===== src/rtl/rl_queue_wr_arbiter_pkg.sv =====
// Shared types and helpers for the queue write arbiter and its round-robin picker.
package rl_queue_arb_pkg;

  typedef enum logic {IDLE, BURST} arb_state_t;

  // Tag width: max(1, $clog2(n)) so a 2-source arbiter still gets a 1-bit ID.
  function automatic int unsigned rr_idbits(input int unsigned n);
    return (n <= 2) ? 1 : $clog2(n);
  endfunction

endpackage


===== src/rtl/rl_queue_wr_arbiter_if.sv =====
// Producer/queue side of the write arbiter: requests, payloads, acks and the queue write port.
interface rl_queue_wr_arbiter_if
  import rl_queue_arb_pkg::*;
#(
  parameter int unsigned REQUESTERS = 4,
  parameter int unsigned DBITS      = 32
);
  localparam int unsigned IDBITS = rr_idbits(REQUESTERS);

  logic [REQUESTERS-1:0]            req_i;
  logic [REQUESTERS-1:0][DBITS-1:0] d_i;
  logic [REQUESTERS-1:0]            ack_o;
  logic                             q_we_o;
  logic [IDBITS+DBITS-1:0]          q_d_o;
  logic                             q_full_i;

  modport slave  (input  req_i, d_i, q_full_i, output ack_o, q_we_o, q_d_o);
  modport master (output req_i, d_i, q_full_i, input  ack_o, q_we_o, q_d_o);

endinterface


===== src/rtl/rl_queue_wr_arbiter_rr_picker.sv =====
// Rotating priority encoder: first set request at or above i_ptr, wrapping N-1 -> 0.
module rl_rr_picker
  import rl_queue_arb_pkg::*;
#(
  parameter  int unsigned N = 4,
  localparam int unsigned W = rr_idbits(N)
) (
  input  logic [N-1:0] i_req,
  input  logic [W-1:0] i_ptr,
  output logic         o_found,
  output logic [W-1:0] o_idx
);

  int unsigned w_pos;

  always_comb begin
    o_found = 1'b0;
    o_idx   = '0;
    w_pos   = 0;
    for (int unsigned k = 0; k < N; k++) begin
      w_pos = (int'(i_ptr) + k) % N;
      if (!o_found && i_req[w_pos]) begin
        o_found = 1'b1;
        o_idx   = W'(w_pos);
      end
    end
  end

endmodule


===== src/rtl/rl_queue_wr_arbiter.sv =====
// Round-robin write arbiter sharing one queue between REQUESTERS producers, bursts capped at MAX_BURST.
module rl_queue_wr_arbiter
  import rl_queue_arb_pkg::*;
#(
  parameter  int unsigned REQUESTERS = 4,
  parameter  int unsigned DBITS      = 32,
  parameter  int unsigned MAX_BURST  = 4,
  localparam int unsigned IDBITS     = rr_idbits(REQUESTERS)
) (
  input  logic                 clk_i,
  input  logic                 rst_ni,
  input  logic                 clr_i,
  input  logic                 ena_i,
  rl_queue_wr_arbiter_if.slave bus,
  output logic [IDBITS-1:0]    gnt_id_o,
  output logic                 busy_o
);

  localparam int unsigned BCW = $clog2(MAX_BURST + 1);

  arb_state_t        r_state;
  logic [IDBITS-1:0] r_owner;
  logic [IDBITS-1:0] r_rr_ptr;
  logic [BCW-1:0]    r_bcnt;
  logic              r_busy;

  logic              w_found;
  logic [IDBITS-1:0] w_pick;
  logic              w_req_own;
  logic              w_wr;
  logic              w_exit;
  logic [IDBITS-1:0] w_next_ptr;

  rl_rr_picker #(.N(REQUESTERS)) u_picker (
    .i_req   (bus.req_i),
    .i_ptr   (r_rr_ptr),
    .o_found (w_found),
    .o_idx   (w_pick)
  );

  always_comb begin
    w_req_own  = bus.req_i[r_owner];
    w_wr       = (r_state == BURST) && w_req_own && !bus.q_full_i && ena_i;
    // Owner dropping its request ends the burst even while the queue is full.
    w_exit     = (r_state == BURST) && ena_i &&
                 (!w_req_own || (w_wr && (r_bcnt == BCW'(MAX_BURST - 1))));
    w_next_ptr = (r_owner == IDBITS'(REQUESTERS - 1)) ? '0 : r_owner + IDBITS'(1);
  end

  assign bus.q_we_o = w_wr;
  assign bus.ack_o  = w_wr ? (REQUESTERS'(1) << r_owner) : '0;
  assign bus.q_d_o  = {r_owner, bus.d_i[r_owner]};
  assign gnt_id_o   = r_owner;
  assign busy_o     = r_busy;

  always_ff @(posedge clk_i or negedge rst_ni) begin
    if (!rst_ni) begin
      r_state  <= IDLE;
      r_owner  <= '0;
      r_rr_ptr <= '0;
      r_bcnt   <= '0;
      r_busy   <= 1'b0;
    end else if (clr_i) begin
      r_state  <= IDLE;
      r_owner  <= '0;
      r_rr_ptr <= '0;
      r_bcnt   <= '0;
      r_busy   <= 1'b0;
    end else if (ena_i) begin
      case (r_state)
        IDLE: begin
          if (w_found && !bus.q_full_i) begin
            r_owner <= w_pick;
            r_bcnt  <= '0;
            r_state <= BURST;
            r_busy  <= 1'b1;
          end
        end
        BURST: begin
          if (w_exit) begin
            r_state  <= IDLE;
            r_busy   <= 1'b0;
            r_rr_ptr <= w_next_ptr;
          end else if (w_wr) begin
            r_bcnt <= r_bcnt + BCW'(1);
          end
        end
        default: begin
          r_state <= IDLE;
          r_busy  <= 1'b0;
        end
      endcase
    end
  end

endmodule


===== src/flat_wrapper.sv =====
// flat-port wrapper written by rule: the top's interface ports become plain ports
module rl_queue_wr_arbiter_flat import rl_queue_arb_pkg::*;
#(
  parameter  int unsigned REQUESTERS = 4,
  parameter  int unsigned DBITS      = 32,
  parameter  int unsigned MAX_BURST  = 4,
  localparam int unsigned IDBITS     = rr_idbits(REQUESTERS)
)
  (clk_i, rst_ni, clr_i, ena_i, gnt_id_o, busy_o, bus_req_i, bus_d_i, bus_q_full_i, bus_ack_o, bus_q_we_o, bus_q_d_o);
  rl_queue_wr_arbiter_if #(.REQUESTERS(REQUESTERS), .DBITS(DBITS)) bus_i ();
  input  logic clk_i;
  input  logic rst_ni;
  input  logic clr_i;
  input  logic ena_i;
  output logic [IDBITS-1:0] gnt_id_o;
  output logic busy_o;
  input wire logic [$bits(bus_i.req_i)-1:0] bus_req_i;
  input wire logic [$bits(bus_i.d_i)-1:0] bus_d_i;
  input wire logic [$bits(bus_i.q_full_i)-1:0] bus_q_full_i;
  output wire logic [$bits(bus_i.ack_o)-1:0] bus_ack_o;
  output wire logic [$bits(bus_i.q_we_o)-1:0] bus_q_we_o;
  output wire logic [$bits(bus_i.q_d_o)-1:0] bus_q_d_o;
  assign bus_i.req_i = bus_req_i;
  assign bus_i.d_i = bus_d_i;
  assign bus_i.q_full_i = bus_q_full_i;
  assign bus_ack_o = bus_i.ack_o;
  assign bus_q_we_o = bus_i.q_we_o;
  assign bus_q_d_o = bus_i.q_d_o;
  rl_queue_wr_arbiter #(.REQUESTERS(REQUESTERS), .DBITS(DBITS), .MAX_BURST(MAX_BURST)) u_core (.clk_i(clk_i), .rst_ni(rst_ni), .clr_i(clr_i), .ena_i(ena_i), .bus(bus_i), .gnt_id_o(gnt_id_o), .busy_o(busy_o));
endmodule

===== config.mk =====
export PLATFORM = sky130hd
export DESIGN_NAME = rl_queue_wr_arbiter_flat
export DESIGN_NICKNAME = d
export VERILOG_FILES = /design/src/rtl/rl_queue_wr_arbiter_pkg.sv /design/src/rtl/rl_queue_wr_arbiter_if.sv /design/src/rtl/rl_queue_wr_arbiter_rr_picker.sv /design/src/rtl/rl_queue_wr_arbiter.sv /design/src/flat_wrapper.sv
export SDC_FILE = /design/constraint.sdc
export NUM_CORES = 1
export LEC_CHECK = 0
export ABC_AREA = 1
export CAP_MARGIN = 20
export CELL_PAD_IN_SITES_DETAIL_PLACEMENT = 0
export CELL_PAD_IN_SITES_GLOBAL_PLACEMENT = 1
export CORE_ASPECT_RATIO = 1.75
export CORE_MARGIN = 2
export CORE_UTILIZATION = 18
export CTS_CLUSTER_SIZE = 8
export DETAILED_ROUTE_END_ITERATION = 10
export PLACE_DENSITY = 0.82
export SETUP_SLACK_MARGIN = 0.05
export SLEW_MARGIN = 20
export SYNTH_ARGS = -nofsm -noshare
export SYNTH_HDL_FRONTEND = slang
export SYNTH_SLANG_ARGS = --single-unit

===== constraint.sdc =====
create_clock -name clk_i -period 2.2 [get_ports clk_i]
set_input_delay 0.44 -clock clk_i [delete_from_list [all_inputs] [get_ports clk_i]]
set_output_delay 0.44 -clock clk_i [all_outputs]
set_load 0.005 [all_outputs]

-- Word level (Yosys, flattened, before mapping)
Index checks and enable logic that the tools add are counted.
- register bits: 9
- logic and storage cells: 94
- input port bits: 137
- output and inout bits: 42
- bitwise gates (word level): 1
- reduce and logical (&&, ||, !) cells: 24
- $add $sub $neg: 5
- shift operators: 1
- muxes and demuxes: 46
- eq/ne operators: 7
- $lt $le $gt $ge: 5
- operators with widths (operator ; count):
    $bmux 32 s2 ; 1
    $mux 32 ; 1
    $mux 2 ; 13
    $mux 1 ; 17
    $lt 2x3->1 const B ; 5
    $mux 3 ; 5
    $bmux 1 s2 ; 5
    $logic_and 1x1->1 ; 10
    $ne 3x3->1 const B ; 3
    $reduce_and 3->1 ; 3
    $reduce_bool 2->1 ; 4
    $pmux 3 s2 ; 1
    $logic_not 1->1 ; 5
    $add 2x1->2 const B ; 2
    $add 2x2->2 const B ; 2
    $mux 4 ; 1
    $pmux 1 s2 ; 2
    $reduce_and 4->1 ; 1
    $shl 1x2->4 const A ; 1
    $add 3x1->3 const B ; 1
    $eq 3x2->1 const B ; 1
    $ne 3x2->1 const B ; 1
    $eq 2x2->1 const B ; 1
    $ne 2x2->1 const B ; 1
    2 further kinds ; 2

-- Logic depth before layout (Yosys ltp)
- word-level depth: 17
- gate-level depth with buffers: 13
- depth with buffers taken out: 12

-- Hierarchy
Synthesis repeated with hierarchy kept, for this count alone.
- cell total of the unflattened synthesis: 326
- area total of the unflattened synthesis: 1869.3 µm²
- modules (own cells, without submodules) (module ; area each (µm²) ; instances ; cells an instance ; sequential area each (µm²)):
    rl_queue_wr_arbiter ; 1550.2 ; 1 ; 267 ; 225.2
    rl_rr_picker ; 319.1 ; 1 ; 59 ; 0.0

-- Least setup slack after synthesis
Ideal clock, no wire load.
- path kind: reg-to-output
- start: register u_core.r_owner[0], in the netlist u_core.gnt_id_o[0]
- end: output bus_ack_o[0]
- setup slack: 0.375 ns
- arrival time: 1.385 ns
- cell stages (with the launch flop): 7
- required time: 1.760 ns
- path buffers: 2
- cell sequence: dfrtp_1 -> inv_1 -> buf_2 -> clkbuf_1 -> ha_1 -> inv_1 -> nor2_1
- word-level cells in the longest chain between the ends: 6
- elaborated cells between the ends (all ways): 7
- classes of those cells: shift (1); mux (3); reduce/logical (3)
- ends and longest elaborated chain (what ; line ; source):
    start: declaration ; rl_queue_wr_arbiter.sv:22 ; logic [IDBITS-1:0] r_owner;
    start signal: assignment ; rl_queue_wr_arbiter.sv:73 ; r_owner <= w_pick;
    $bmux 1 s2 ; rl_queue_wr_arbiter.sv:42 ; w_req_own = bus.req_i[r_owner];
    $mux 1 (not written as such) ; rl_queue_wr_arbiter.sv:42 ;
    $logic_and 1x1->1 (3 in a row) ; rl_queue_wr_arbiter.sv:43 ; w_wr = (r_state == BURST) && w_req_own && !bus.q_full_i && ena_i;
    $mux 4 * ; rl_queue_wr_arbiter.sv:51 ; assign bus.ack_o = w_wr ? (REQUESTERS'(1) << r_owner) : '0;
    end: declaration ; flat_wrapper.sv:20 ; output wire logic [$bits(bus_i.ack_o)-1:0] bus_ack_o;
Mark *: on every way between the ends. The rest lies on a longest branch, timed or not. The select of a mux whose other input is x is not followed.

-- Final worst setup path
- start: register u_core.r_owner[0], in the netlist u_core.gnt_id_o[0]
- end: output bus_q_d_o[32]
- RTL lines (what ; line ; source):
    end: declaration ; flat_wrapper.sv:22 ; output wire logic [$bits(bus_i.q_d_o)-1:0] bus_q_d_o;
No word-level cell between the ends.

==> flow_metrics.env <==
export IMPL_grt_overflow=0
export IMPL_placed_area_um2=3870
export IMPL_final_area_um2=4090
export IMPL_async_flop_share_pct=100
export IMPL_dp_cells=616
export IMPL_place_congestion=0.831
export IMPL_end_kind="output pin"
export IMPL_grt_max_degree=34
export IMPL_grt_usage_pct=15.6
export IMPL_tns_ps=0
export IMPL_worstPathMaxFanout=33
export IMPL_hold_buffers=0
export IMPL_vias=2891
export IMPL_clkTransAtPathRegs_ps=40
export IMPL_syn2layout_area_growth_pct=124
export IMPL_diodes=0
export IMPL_tritoncts="built"
export IMPL_slew_viol_final=0
export IMPL_insertion_delay_ps=230
export IMPL_start_kind="flop"
export IMPL_setup_viol=0
export IMPL_finalCriticalPeriod_ps=2100
export IMPL_drc=0
export IMPL_reg2reg_slack_ps=500
export IMPL_synthesis_area_um2=1820
export IMPL_required_ps=1760
export IMPL_layout_commonest_cell="clkdlybuf4s50_1"
export IMPL_rows=48
export IMPL_outcome="completed"
export IMPL_mostFrequentLayoutCells="139 x clkdlybuf4s50_1, 75 x nor2_1, 61 x o21ai_0"
export IMPL_finalClockSkew_ps=3.89
export IMPL_synth_ff_type="dfrtp_1"
export IMPL_nets=651
export IMPL_finish_utilization_pct=41.5
export IMPL_grt_pass1_vias=2972
export IMPL_cts_root_buf="clkbuf_16"
export IMPL_synth_net_count=460
export IMPL_postSynthAreaPerCell_um2=5.75
export IMPL_initial_utilization_pct=18.5
export IMPL_port_buffer_count=178
export IMPL_total_power_uw=1580
export IMPL_hold_viol=0
export IMPL_die_area_um2=11000
export IMPL_viasPerCell=4.57
export IMPL_maxSlewHeadroom_pct=71.7
export IMPL_drive_gt1_share_pct=15.4
export IMPL_dp_hpwl_mm=7.02
export IMPL_tightest_slew_ps=423
export IMPL_yosysSeqAreaShare_pct=12.4
export IMPL_yosysWarnings=0
export IMPL_fp_dieW_um=80.1
export IMPL_coreArea_um2=9850
export IMPL_ys_ff_latch=9
export IMPL_crit_type="flop to output pin"
export IMPL_cts_path_max_buffers=2
export IMPL_post_drt_wl_per_cell_um=14.5
export IMPL_first_pass_iters=4
export IMPL_synth_cell_types=28
export IMPL_ant_nets=0
export IMPL_fin_cells=632
export IMPL_ir_drop_uv=643
export IMPL_p_per_area_nw_per_um2=387
export IMPL_cp_buffers_inverters=3
export IMPL_antenna_found_initial=0
export IMPL_numCtsBuffers=3
export IMPL_hold_path_class="flop to flop"
export IMPL_io_pins=179
export IMPL_grt_pass1_wl_mm=13.8
export IMPL_arrival_ps=1660
export IMPL_cts_sinks=9
export IMPL_synth_edff_count=0
export IMPL_drv_cap=0
export IMPL_rsz0062_at_grt="true"
export IMPL_path_cells="buf_4 -> bufbuf_16 -> clkdlybuf4s50_1"
export IMPL_crit_family="buffers and inverters"
export IMPL_critPathMaxStageDelay_ps=530
export IMPL_synthesis_instances=317
export IMPL_drt_total_wl_mm=9.17
export IMPL_fp_dieH_um=137
export IMPL_leakage_uw=0.00181
export IMPL_drt_iter0_drc=65
export IMPL_critPathSlowestCell="clkdlybuf4s50_1"
export IMPL_max_freq_mhz=477
export IMPL_htreeDepth=1
export IMPL_timing_final_crit_share_pct=95.3
cells in the mapped netlist (2+ instances only):
cell type | number | area (um^2)
a21oi_1 | 2 | 10.0
nand2_1 | 39 | 146
nor2_1 | 75 | 282
clkbuf_1 | 18 | 67.6
o21ai_1 | 2 | 10.0
nand2_4 | 6 | 67.6
nand2_2 | 8 | 50.1
buf_2 | 2 | 10.0
nand3_2 | 3 | 30.0
buf_4 | 2 | 15.0
nand3_1 | 13 | 65.1
ha_1 | 6 | 75.1
o21ai_0 | 67 | 335
inv_2 | 2 | 7.51
nand3_4 | 2 | 35.0
o22ai_1 | 32 | 200
dfrtp_1 | 9 | 225
inv_1 | 19 | 71.3
tightest hold or removal path, cell delays in order (launching register included):
cell     delay [ps]
dfrtp_1         330
nand2_1          50
nand2_1          40
kinds of logic (layout without fill, tap and decap cells):
family,count (synthesis),after routing,synth area share [%]
flip-flops,9,9,12.4
AND/OR/NAND/NOR,153,153,41.5
AO/OA/AOI/OAI,104,104,31.4
buffers and inverters,45,235,10.6
adder cells (fa/ha/maj),6,6,4.12
where the power goes:
part | internal (uW) | switching (uW) | total (uW) | leakage, uW
clock network | 239 | 77.4 | 317 | 0.0000409
registers | 182 | 24.9 | 207 | 0.000118
logic | 594 | 463 | 1060 | 0.00165
total | 1020 | 565 | 1580 | 0.00181
routing by layer:
layer  vias up  wire length (um)  track usage [%]
met4         0                79             1.69
met5         -                 0                0
met3         6               612             3.17
met1      1312              3160             15.4
met2       118              5320             32.9
li1       1455                 -                -
worst paths after layout:
path / from / endpoint / depth (start not counted)
min in group asynchronous: rst_ni / u_core.r_rr_ptr[0]$_DFFE_PN0P_ / 1
setup / recovery: u_core.gnt_id_o[0]$_DFFE_PN0P_ / bus_q_d_o[32] / 3
setup reg to reg: u_core.r_rr_ptr[0]$_DFFE_PN0P_ / u_core.r_bcnt[0]$_DFFE_PN0P_ / 9
hold reg to reg: u_core.busy_o$_DFFE_PN0P_ / u_core.busy_o$_DFFE_PN0P_ / 2
max in group asynchronous: rst_ni / u_core.gnt_id_o[1]$_DFFE_PN0P_ / 1
hold / removal: u_core.busy_o$_DFFE_PN0P_ / u_core.busy_o$_DFFE_PN0P_ / 2
flip-flops by register name, indices dropped and copies added, names as in the netlist:
name	cells
u_core.r_state	1
u_core.r_bcnt	3
u_core.gnt_id_o	2
u_core.r_rr_ptr	2
u_core.busy_o	1
stage by stage:
stage,hold WS (ps),setup slack (ps)
4_1_cts,472,-48.1
5_1_grt,494,17.4
2_1_floorplan,144,375
3_5_place_dp,461,-484
6_report,465,102
3_3_place_gp,456,-437
repair_timing:
item,4_1_cts,5_1_grt
gates resized for setup,80,3
setup endpoints to repair,37,16
gates cloned,3,0
pin swaps,2,1
setup buffers,7,2
layout make-up:
class / instances / area, um^2
inverter: 22 / 92.6
sequential: 9 / 228
clock inverter: 1 / 5.00
clock buffer: 3 / 75.1
tap: 125 / 156
multi-input combinational: 263 / 1420
fill: 1077 / 5760
timing repair buffer: 209 / 2110
Note: power is estimated with default switching activity, not from simulation.
